<file path="config.mk">
export PLATFORM = sky130hd
export DESIGN_NAME = pingpong_buf_sched_flat
export DESIGN_NICKNAME = d
export VERILOG_FILES = /design/src/rtl/pingpong_sched_pkg.sv /design/src/rtl/pingpong_buf_sched_if.sv /design/src/rtl/pingpong_bank_fsm.sv /design/src/rtl/pingpong_buf_sched.sv /design/src/flat_wrapper.sv
export SDC_FILE = /design/constraint.sdc
export NUM_CORES = 1
export LEC_CHECK = 0
export BUFFER_PORTS_ARGS = -buffer_cell sky130_fd_sc_hd__buf_2
export CAP_MARGIN = 30
export CELL_PAD_IN_SITES_DETAIL_PLACEMENT = 1
export CELL_PAD_IN_SITES_GLOBAL_PLACEMENT = 1
export CORE_UTILIZATION = 39
export CTS_CLUSTER_DIAMETER = 200
export DETAILED_ROUTE_END_ITERATION = 16
export GPL_TIMING_DRIVEN = 0
export PLACE_DENSITY = 0.88
export REMOVE_ABC_BUFFERS = 1
export SKIP_CTS_REPAIR_TIMING = 1
export SLEW_MARGIN = 40
export SYNTH_ARGS = -nofsm -noshare
export SYNTH_HDL_FRONTEND = slang
export SYNTH_HIERARCHICAL = 1
export SYNTH_SLANG_ARGS = --single-unit
</file>
<file path="constraint.sdc">
create_clock -name clk -period 3.1 [get_ports clk]
set_clock_uncertainty 0.2 [all_clocks]
set_input_delay 0.31 -clock clk [delete_from_list [all_inputs] [get_ports clk]]
set_output_delay 0.31 -clock clk [all_outputs]
set_load 0.01 [all_outputs]
</file>
<file path="src/rtl/pingpong_sched_pkg.sv">
// Shared types and constants for the ping-pong bank scheduler.
// Bank lifecycle states and default geometry.
package pingpong_sched_pkg;
  typedef enum logic [1:0] {
    EMPTY,
    FILLING,
    FULL,
    DRAINING
  } bank_state_t;

  localparam int DEPTH_DEF = 16;
  localparam int DRAIN_CYC = DEPTH_DEF + 1;
endpackage

</file>
<file path="src/rtl/pingpong_buf_sched_if.sv">
// Producer and read-path signals of the ping-pong scheduler.
// master = producer/PE side, slave = scheduler.
interface pingpong_buf_sched_if;
  logic        wr_req;
  logic        wr_grant;
  logic        wr_bank;
  logic        wr_done;
  logic        pe_ready;
  logic        rd_sop;
  logic        rd_bank;
  logic        rd_busy;
  logic [1:0]  bank_full;
  logic        wr_err;
  logic [15:0] stall_cnt;

  modport master (
    output wr_req, wr_done, pe_ready,
    input  wr_grant, wr_bank, rd_sop, rd_bank,
    input  rd_busy, bank_full, wr_err, stall_cnt
  );

  modport slave (
    input  wr_req, wr_done, pe_ready,
    output wr_grant, wr_bank, rd_sop, rd_bank,
    output rd_busy, bank_full, wr_err, stall_cnt
  );
endinterface

</file>
<file path="src/rtl/pingpong_bank_fsm.sv">
// Lifecycle of one RAM bank:
// EMPTY -> FILLING -> FULL -> DRAINING -> EMPTY.
module pingpong_bank_fsm
  import pingpong_sched_pkg::*;
(
  input  logic        clk,
  input  logic        rst_n,
  input  logic        grant,
  input  logic        done,
  input  logic        start,
  input  logic        drain_end,
  output bank_state_t state
);
  bank_state_t state_q;

  always_ff @(posedge clk or negedge rst_n) begin
    if (!rst_n) begin
      state_q <= EMPTY;
    end else begin
      unique case (state_q)
        EMPTY:    if (grant)     state_q <= FILLING;
        FILLING:  if (done)      state_q <= FULL;
        FULL:     if (start)     state_q <= DRAINING;
        DRAINING: if (drain_end) state_q <= EMPTY;
        default:                 state_q <= EMPTY;
      endcase
    end
  end

  assign state = state_q;
endmodule

</file>
<file path="src/rtl/pingpong_buf_sched.sv">
// Ping-pong bank scheduler: write grants, read starts, drain timing.
// SCHED_STALL_CNT_EN enables the saturating wr_req stall counter.
module pingpong_buf_sched
  import pingpong_sched_pkg::*;
#(
  parameter int DEPTH = DEPTH_DEF,
  parameter int CW    = 5
) (
  input logic                 clk,
  input logic                 rst_n,
  pingpong_buf_sched_if.slave bus
);
  localparam logic [CW-1:0] DRAIN_LD = CW'(DEPTH + 1);

  bank_state_t   st [2];
  logic          wbank_q, wbank_d;
  logic          rbank_q, rbank_d;
  logic [CW-1:0] cnt_q, cnt_d;
  logic          err_q, err_d;
  logic          wr_act, grant, sop, drain_end;

  always_comb begin
    wr_act    = (st[0] == FILLING) || (st[1] == FILLING);
    grant     = bus.wr_req && (st[wbank_q] == EMPTY) && !wr_act;
    sop       = (st[rbank_q] == FULL) && bus.pe_ready &&
                (cnt_q == '0);
    drain_end = (cnt_q == CW'(1));
    wbank_d   = wbank_q ^ (bus.wr_done & wr_act);
    rbank_d   = rbank_q ^ drain_end;
    err_d     = err_q | (bus.wr_done & ~wr_act);
    cnt_d     = cnt_q;
    // busy spans the enable-toggle cycle plus DEPTH address cycles
    if (sop)               cnt_d = DRAIN_LD;
    else if (cnt_q != '0)  cnt_d = cnt_q - CW'(1);
  end

  always_ff @(posedge clk or negedge rst_n) begin
    if (!rst_n) begin
      wbank_q <= 1'b0;
      rbank_q <= 1'b0;
      cnt_q   <= '0;
      err_q   <= 1'b0;
    end else begin
      wbank_q <= wbank_d;
      rbank_q <= rbank_d;
      cnt_q   <= cnt_d;
      err_q   <= err_d;
    end
  end

  for (genvar b = 0; b < 2; b++) begin : g_bank
    pingpong_bank_fsm u_fsm (
      .clk       (clk),
      .rst_n     (rst_n),
      .grant     (grant & (wbank_q == 1'(b))),
      .done      (bus.wr_done & (wbank_q == 1'(b))),
      .start     (sop & (rbank_q == 1'(b))),
      .drain_end (drain_end & (rbank_q == 1'(b))),
      .state     (st[b])
    );
  end

  assign bus.wr_grant  = grant;
  assign bus.wr_bank   = wbank_q;
  assign bus.rd_sop    = sop;
  assign bus.rd_bank   = rbank_q;
  assign bus.rd_busy   = (cnt_q != '0);
  assign bus.bank_full = {st[1] == FULL, st[0] == FULL};
  assign bus.wr_err    = err_q;

`ifdef SCHED_STALL_CNT_EN
  logic [15:0] stall_q, stall_d;

  always_comb begin
    stall_d = stall_q;
    if (bus.wr_req && !grant && (stall_q != 16'hFFFF))
      stall_d = stall_q + 16'd1;
  end

  always_ff @(posedge clk or negedge rst_n) begin
    if (!rst_n) stall_q <= '0;
    else        stall_q <= stall_d;
  end

  assign bus.stall_cnt = stall_q;
`else
  assign bus.stall_cnt = 16'd0;
`endif
endmodule

</file>
<file path="src/flat_wrapper.sv">
// flat-port wrapper written by rule: the top's interface ports become plain ports
module pingpong_buf_sched_flat import pingpong_sched_pkg::*;
#(
  parameter int DEPTH = DEPTH_DEF,
  parameter int CW    = 5
)
  (clk, rst_n, bus_wr_req, bus_wr_done, bus_pe_ready, bus_wr_grant, bus_wr_bank, bus_rd_sop, bus_rd_bank, bus_rd_busy, bus_bank_full, bus_wr_err, bus_stall_cnt);
  pingpong_buf_sched_if bus_i ();
  input logic clk;
  input logic rst_n;
  input wire logic [$bits(bus_i.wr_req)-1:0] bus_wr_req;
  input wire logic [$bits(bus_i.wr_done)-1:0] bus_wr_done;
  input wire logic [$bits(bus_i.pe_ready)-1:0] bus_pe_ready;
  output wire logic [$bits(bus_i.wr_grant)-1:0] bus_wr_grant;
  output wire logic [$bits(bus_i.wr_bank)-1:0] bus_wr_bank;
  output wire logic [$bits(bus_i.rd_sop)-1:0] bus_rd_sop;
  output wire logic [$bits(bus_i.rd_bank)-1:0] bus_rd_bank;
  output wire logic [$bits(bus_i.rd_busy)-1:0] bus_rd_busy;
  output wire logic [$bits(bus_i.bank_full)-1:0] bus_bank_full;
  output wire logic [$bits(bus_i.wr_err)-1:0] bus_wr_err;
  output wire logic [$bits(bus_i.stall_cnt)-1:0] bus_stall_cnt;
  assign bus_i.wr_req = bus_wr_req;
  assign bus_i.wr_done = bus_wr_done;
  assign bus_i.pe_ready = bus_pe_ready;
  assign bus_wr_grant = bus_i.wr_grant;
  assign bus_wr_bank = bus_i.wr_bank;
  assign bus_rd_sop = bus_i.rd_sop;
  assign bus_rd_bank = bus_i.rd_bank;
  assign bus_rd_busy = bus_i.rd_busy;
  assign bus_bank_full = bus_i.bank_full;
  assign bus_wr_err = bus_i.wr_err;
  assign bus_stall_cnt = bus_i.stall_cnt;
  pingpong_buf_sched #(.DEPTH(DEPTH), .CW(CW)) u_core (.clk(clk), .rst_n(rst_n), .bus(bus_i));
endmodule
</file>
== Yosys cells after proc, flatten, opt, wreduce, memory -nomap -nowiden ==
Cells that the tools add are included.

* Register bits after elaboration: 12
* Input bits: 5
* Output and inout port bits: 24
* Logic and storage cells: 75

* $add $sub $neg: 1
* $lt $le $gt $ge: 2
* Eq/ne operators: 16
* Multiplexer cells: 18
* Bitwise operators: 18
* Reductions and logical operators: 14

{| class="wikitable"
|+ Operator list
! cell !! number
|-
| two-way mux 2 bit || 14
|-
| case mux 2 bit (4 select lines) || 2
|-
| inequality test 2 bit, second input constant || 6
|-
| AND 1 bit || 10
|-
| == test 2 bit, second input constant || 5
|-
| two-way mux 5 bit || 2
|-
| AND reduction 4 bit || 2
|-
| logical NOT 2 bit || 3
|-
| == test 5 x 1 -> 1 bit, second input constant || 1
|-
| logical NOT 5 bit || 1
|-
| nonzero test 5 bit || 1
|-
| subtractor 5 x 1 -> 5 bit, second input constant || 1
|-
| == test 2 x 1 -> 1 bit, second input constant || 2
|-
| >= comparator 2 bit, second input constant || 2
|-
| logical AND 1 bit || 4
|-
| inequality test 2 x 1 -> 1 bit, second input constant || 2
|-
| NOT 1 -> 2 bit || 2
|-
| NOT 1 bit || 3
|-
| nonzero test 2 bit || 1
|-
| XOR 1 bit || 2
|-
| logical NOT 1 bit || 1
|-
| logical OR 1 bit || 1
|-
| OR 1 bit || 1
|}

== Depth between registers and ports, before layout ==
* Depth in word-level cells: 10
* Mapped depth: 8
* Mapped depth without buffers: 8

== Hierarchy ==
Netlist, hierarchy kept.

{| class="wikitable"
|+ By module, submodules not included
! module !! times used !! cells each !! area each (um^2) !! seq. area each (um^2)
|-
| pingpong_buf_sched || 1 || 70 || 660.6 || 200.2
|-
| pingpong_bank_fsm || 2 || 17 || 206.4 || 50.0
|}

== Worst setup path before layout ==
No wires, ideal clock.

* Path kind: register -> register
* From: register u_core.cnt_q[0]
* To: register u_core.g_bank[0].u_fsm.state_q[1]
* Library setup time: 125 ps
* Arrival: 2120 ps
* Required time: 2775 ps
* Path slack: 655 ps
* Stages on the path, launching flop included: 9
* Buffers on the path: 0
* Period minus slack after synthesis: 2445 ps
* Path through: dfrtp_1 inv_1 ha_1 nor4b_4 inv_2 nor3_1 nor2b_4 a2111oi_4 mux2_4

* Longest elaborated chain between the ends: 5
* Elaborated cells between the ends (all ways): 8
* Those cells by class: eq/ne (3); bitwise (2); reduce/logical (3)

{| class="wikitable"
|+ Ends and longest elaborated chain
! element !! RTL line !! RTL
|-
| from (decl) || pingpong_buf_sched.sv:18 || <nowiki>logic [CW-1:0] cnt_q, cnt_d;</nowiki>
|-
| from (signal assigned) || pingpong_buf_sched.sv:46 || <nowiki>cnt_q <= cnt_d;</nowiki>
|-
| logical NOT 5 bit || pingpong_buf_sched.sv:26 || <nowiki>(cnt_q == '0);</nowiki>
|-
| logical AND 1 bit || pingpong_buf_sched.sv:25 || <nowiki>sop = (st[rbank_q] == FULL) && bus.pe_ready &&</nowiki>
|-
| AND 1 bit || pingpong_buf_sched.sv:57 || <nowiki>.start (sop & (rbank_q == 1'(b))),</nowiki>
|-
| inequality test 2 x 1 -> 1 bit (no line) || -- ||
|-
| AND reduction 4 bit (no line) * || -- ||
|-
| to (signal assigned) || pingpong_bank_fsm.sv:23 || <nowiki>FULL: if (start) state_q <= DRAINING;</nowiki>
|-
| to (signal assigned) || pingpong_bank_fsm.sv:24 || <nowiki>DRAINING: if (drain_end) state_q <= EMPTY;</nowiki>
|-
| to (signal assigned) || pingpong_bank_fsm.sv:25 || <nowiki>default: state_q <= EMPTY;</nowiki>
|-
| to (decl) || pingpong_bank_fsm.sv:14 || <nowiki>bank_state_t state_q;</nowiki>
|}

Mark *: on every way between the ends. The rest lies on a longest branch, timed or not.
A chain may end at the register's enable or synchronous reset.

== Worst setup path in the final report ==
* From: register u_core.cnt_q[0]
* To: register u_core.g_bank[1].u_fsm.state_q[1]

* Longest elaborated chain between the ends: 5
* Elaborated cells between the ends (all ways): 8
* Those cells by class: eq/ne (3); bitwise (2); reduce/logical (3)

{| class="wikitable"
|+ Ends and longest elaborated chain
! element !! RTL line
|-
| logical NOT 5 bit || pingpong_buf_sched.sv:26
|-
| logical AND 1 bit || pingpong_buf_sched.sv:25
|-
| AND 1 bit || pingpong_buf_sched.sv:57
|-
| inequality test 2 x 1 -> 1 bit (no line) || --
|-
| AND reduction 4 bit (no line) * || --
|-
| to (signal assigned) || pingpong_bank_fsm.sv:23
|-
| to (signal assigned) || pingpong_bank_fsm.sv:24
|-
| to (signal assigned) || pingpong_bank_fsm.sv:25
|-
| to (decl) || pingpong_bank_fsm.sv:14
|}

Marks and branches as above.

==> reports/metrics.sh <==
RESULT_OF_THE_RUN='complete, no violations'
CLOCK_SINKS=12
FINAL-SETUP-VIOL-COUNT=0
FINAL_MAX_SLEW_VIOL_COUNT=0
SETUP.WORST_PATH.START_CLASS='flop'
FINAL_NETS=141
ROUTED-VIA-COUNT=697
FLOORPLAN.CORE_AREA_MM2=0.00254
HOLD-PATH-ENDPOINT='u_core/bus.wr_err'
PORT_BUFFERS=12
NET-SWITCHING-POWER_uW=514
GRT_START_MAX_NET_PINS=13
PWR_DENSITY_CELL_mW_PER_MM2=1000
SETUP.REG_TO_REG.WORST_SLACK_NS=0.42
NETLIST_INSTANCES=104
DIE_H_UM=54.5
PATH_CLK_SLEW_NS=0.07
POWER.COMBINATIONAL.FRACTION=0.597
POST-ROUTE-PERIOD-UTIL=0.865
HOLD_PATH_CLASS='primary input to flop'
CTS_BUFFERS=3
FP.DIEAREA_MM2=0.00297
DRIVE_GT1_FRAC=0.218
GLOBAL_ROUTE_WIRE_LENGTH_BEFORE_REPAIR_UM=3460
AVGSYNTHCELLAREA_UM2=10.3
YOSYS_REGISTER_BITS=12
PART_OF_THE_POWER_IN_REGISTERS=0.316
FLOORPLAN.INITIALDENSITY=0.422
REG2REG_FROM='u_core/cnt_q[0]'
SWSHARE=0.449
SYN_TO_FINAL_GROWTH_PCT=6.18
DIEWIDTH_UM=54.5
GRT_REMAINING_OVERFLOW=0
FINALWORSTPATHREQUIREDPERIOD_NS=2.68
HOLD_VIOL=0
PATH_MAX_FANOUT=6
CP.ARRIVAL_NS=2.65
TIMING.REG2REG.WORST_PATH_DEPTH=8
ANTENNA_FOUND_INITIAL=0
FLOORPLAN.IO_PINS=29
DRT_DRC_VIOLATIONS_LEFT=0
NUMBER_OF_WARNINGS_REPORTED_IN_THE_YOSYS_SYNTHESIS_LOG=6
GRT_UTIL_ALL_LAYERS=0.170
SYNTH_SEQUENTIAL_AREA_RATIO=0.280
WORST-ENDPOINT-REQUIRED_NS=3.07
VIA_PER_INST=4.68
R2R-END='u_core/g_bank[1].u_fsm/state[1]'
CTS_ROOT_BUF='sky130_fd_sc_hd__clkbuf_4'
NUMBER_OF_GLOBAL_ROUTE_VIAS_BEFORE_REPAIR=733
FINALWIRELENGTH_UM=2020
PEAK_CLOCK_FREQUENCY_SUPPORTED_BY_TIMING_MHz=373
VDD_IR_DROP_MAX_mV=0.505
CAP_VIOLATIONS=0
POST-DP-HPWL_UM=1630
POWER.CLOCK.FRACTION=0.086
DESIGN_AREA_FINAL_MM2=0.00114
DRT-PASS1-ITER-COUNT=2
CTS_TREE='done'
MAX-CLOCK-PATH-BUFFERS=2
POST_SYNTH_INSTANCE_AREA_MM2=0.00107
HOLD_PATH_DEPTH=2
CLOCK_INSERTION_DELAY_WORST_SKEW_NS=0.28
ANTENNA-DIODE-COUNT=0
LEAKAGEPOWER_uW=0.000580
NETLIST-CELL-TYPE-COUNT=27
SETUP-TNS-FINAL_NS=0
WORST_SETUP_PATH_END_KIND='flop'
DRTANTENNAVIOLNETS=0
GP_CONGESTION=0.734
DRT_ITER0_MARKERS=2
WORSTHOLDSTART='bus_wr_done'
UNREPAIRED_SETUP_ENDPOINTS_AFTER_GLOBAL_ROUTING='false'
INTERNAL_POWER_uW=631
KIND_OF_CRITICAL_PATH='flop to flop'
POST_DRT_WL_PER_CELL_UM=13.5
ROWS=18
CELL_AREA_AFTER_PLACEMENT_MM2=0.00111
CTS_MAX_LEVEL=1
-- area by class of cell --
cell class | instances | area [um^2]
Fill cell | 292 | 1410
Clock buffer | 3 | 22.5
Tap cell | 30 | 37.5
Inverter | 12 | 45.0
Multi-Input combinational cell | 79 | 664
Timing Repair Buffer | 13 | 70.1
Sequential cell | 12 | 300
-- worst max path at each step --
| stage | startpoint | endpoint | slack, ns | depth (start not counted) |
|---|---|---|---|---|
| after CTS | u_core/cnt_q[0] | u_core/g_bank[1].u_fsm/state[1] | 0.40 | 8 |
| after global placement | u_core/cnt_q[0] | u_core/g_bank[1].u_fsm/state[1] | 0.50 | 8 |
| after detailed placement | u_core/cnt_q[0] | u_core/g_bank[1].u_fsm/state[1] | 0.42 | 8 |
| after global routing | u_core/cnt_q[0] | u_core/g_bank[1].u_fsm/state[1] | 0.16 | 8 |
| after floorplan | u_core/cnt_q[0] | u_core/g_bank[0].u_fsm/state[1] | 0.65 | 8 |
| final | u_core/cnt_q[0] | u_core/g_bank[1].u_fsm/state[1] | 0.42 | 8 |
-- metrics by stage --
| step | utilization | setup slack (ns) | total power (uW) | instances | hold WS (ns) |
|---|---|---|---|---|---|
| CTS | 0.444 | 0.404 | 1160 | 148 | -0.303 |
| finish | 0.448 | 0.418 | 1140 | 149 | 0.0844 |
| floorplan | - | 0.655 | 878 | 103 | -0.186 |
| global route | 0.448 | 0.159 | 1260 | 149 | 0.0884 |
| global placement | 0.435 | 0.502 | 990 | 145 | 0.000198 |
| detailed placement | 0.435 | 0.418 | 1060 | 145 | 0.00735 |
-- cell families (layout without fill, tap and decap cells) --
kind of cell / after synthesis / count (layout) / share of synthesized area
AOI/OAI and AO/OA: 8 / 8 / 0.0921
xor gates and xnor gates: 3 / 3 / 0.0245
adders and majority gates: 15 / 15 / 0.175
buffers and inverters: 28 / 28 / 0.154
DFF: 12 / 12 / 0.280
muxes: 7 / 7 / 0.0758
other: 1 / 16 / 0.00349
and+or+nand+nor: 30 / 30 / 0.196
-- cell usage after synthesis --
library cell	n	area (um^2)
sky130_fd_sc_hd__mux2_2	1	11.3
sky130_fd_sc_hd__and3_1	1	6.26
sky130_fd_sc_hd__a2111oi_4	2	55.1
sky130_fd_sc_hd__nor4b_1	1	8.76
sky130_fd_sc_hd__and4_1	1	8.76
sky130_fd_sc_hd__and4b_1	2	20.0
sky130_fd_sc_hd__nor4b_4	1	23.8
sky130_fd_sc_hd__nor3b_1	1	7.51
sky130_fd_sc_hd__nor2b_1	9	56.3
sky130_fd_sc_hd__a31o_2	1	8.76
sky130_fd_sc_hd__o21ai_0	1	5.00
sky130_fd_sc_hd__inv_2	1	3.75
sky130_fd_sc_hd__a31oi_2	1	12.5
sky130_fd_sc_hd__mux2_4	2	30.0
sky130_fd_sc_hd__nor2_1	8	30.0
sky130_fd_sc_hd__inv_1	11	41.3
sky130_fd_sc_hd__nor2b_4	2	27.5
sky130_fd_sc_hd__xnor2_1	3	26.3
sky130_fd_sc_hd__a21oi_1	2	10.0
sky130_fd_sc_hd__and2_1	1	6.26
sky130_fd_sc_hd__dfrtp_1	12	300
sky130_fd_sc_hd__ha_1	15	188
sky130_fd_sc_hd__conb_1	1	3.75
sky130_fd_sc_hd__mux2i_1	4	40.0
sky130_fd_sc_hd__a21o_1	1	7.51
sky130_fd_sc_hd__nor3_1	3	15.0
sky130_fd_sc_hd__buf_4	16	120
-- flip-flops by register name, summed over array words and instances, names as in the netlist --
signal,count
u_core/bus.wr_bank,1
u_core/bus.wr_err,1
u_core/bus.rd_bank,1
u_core/cnt_q,5
u_core/g_bank.u_fsm/state,4
-- power by group through the flow --
| stage | Sequential [uW] | Clock, uW | Combinational (uW) |
|---|---|---|---|
| floorplan | 336 | 0 | 542 |
| global placement | 352 | 0 | 638 |
| detailed placement | 366 | 0 | 689 |
| CTS | 364 | 106 | 691 |
| global route | 384 | 110 | 766 |
| finish | 362 | 99.0 | 684 |
-- routing by layer --
metal | GRT usage | wire length (um)
met5 | 0 | 0
met4 | 0.0256 | 17
met3 | 0.0500 | 88
met2 | 0.323 | 1100
met1 | 0.187 | 809
-- cells in the final DEF, fill, tap and decap left out, types with 4 or more instances in the layout --
master / n
sky130_fd_sc_hd__buf_2: 12
sky130_fd_sc_hd__conb_1: 16
sky130_fd_sc_hd__dfrtp_1: 12
sky130_fd_sc_hd__ha_1: 15
sky130_fd_sc_hd__inv_1: 11
sky130_fd_sc_hd__mux2i_1: 4
sky130_fd_sc_hd__nor2_1: 8
sky130_fd_sc_hd__nor2b_1: 9
-- worst max-delay path, stage by stage (launching register included) --
cell                        delay, ns
sky130_fd_sc_hd__dfrtp_1         0.42
sky130_fd_sc_hd__inv_1           0.11
sky130_fd_sc_hd__ha_1            0.19
sky130_fd_sc_hd__nor4b_4         0.33
sky130_fd_sc_hd__inv_2           0.13
sky130_fd_sc_hd__nor3_1          0.35
sky130_fd_sc_hd__nor2b_4         0.08
sky130_fd_sc_hd__a2111oi_4       0.43
sky130_fd_sc_hd__mux2_4          0.33
No activity file was read; power rests on OpenSTA's default activity.
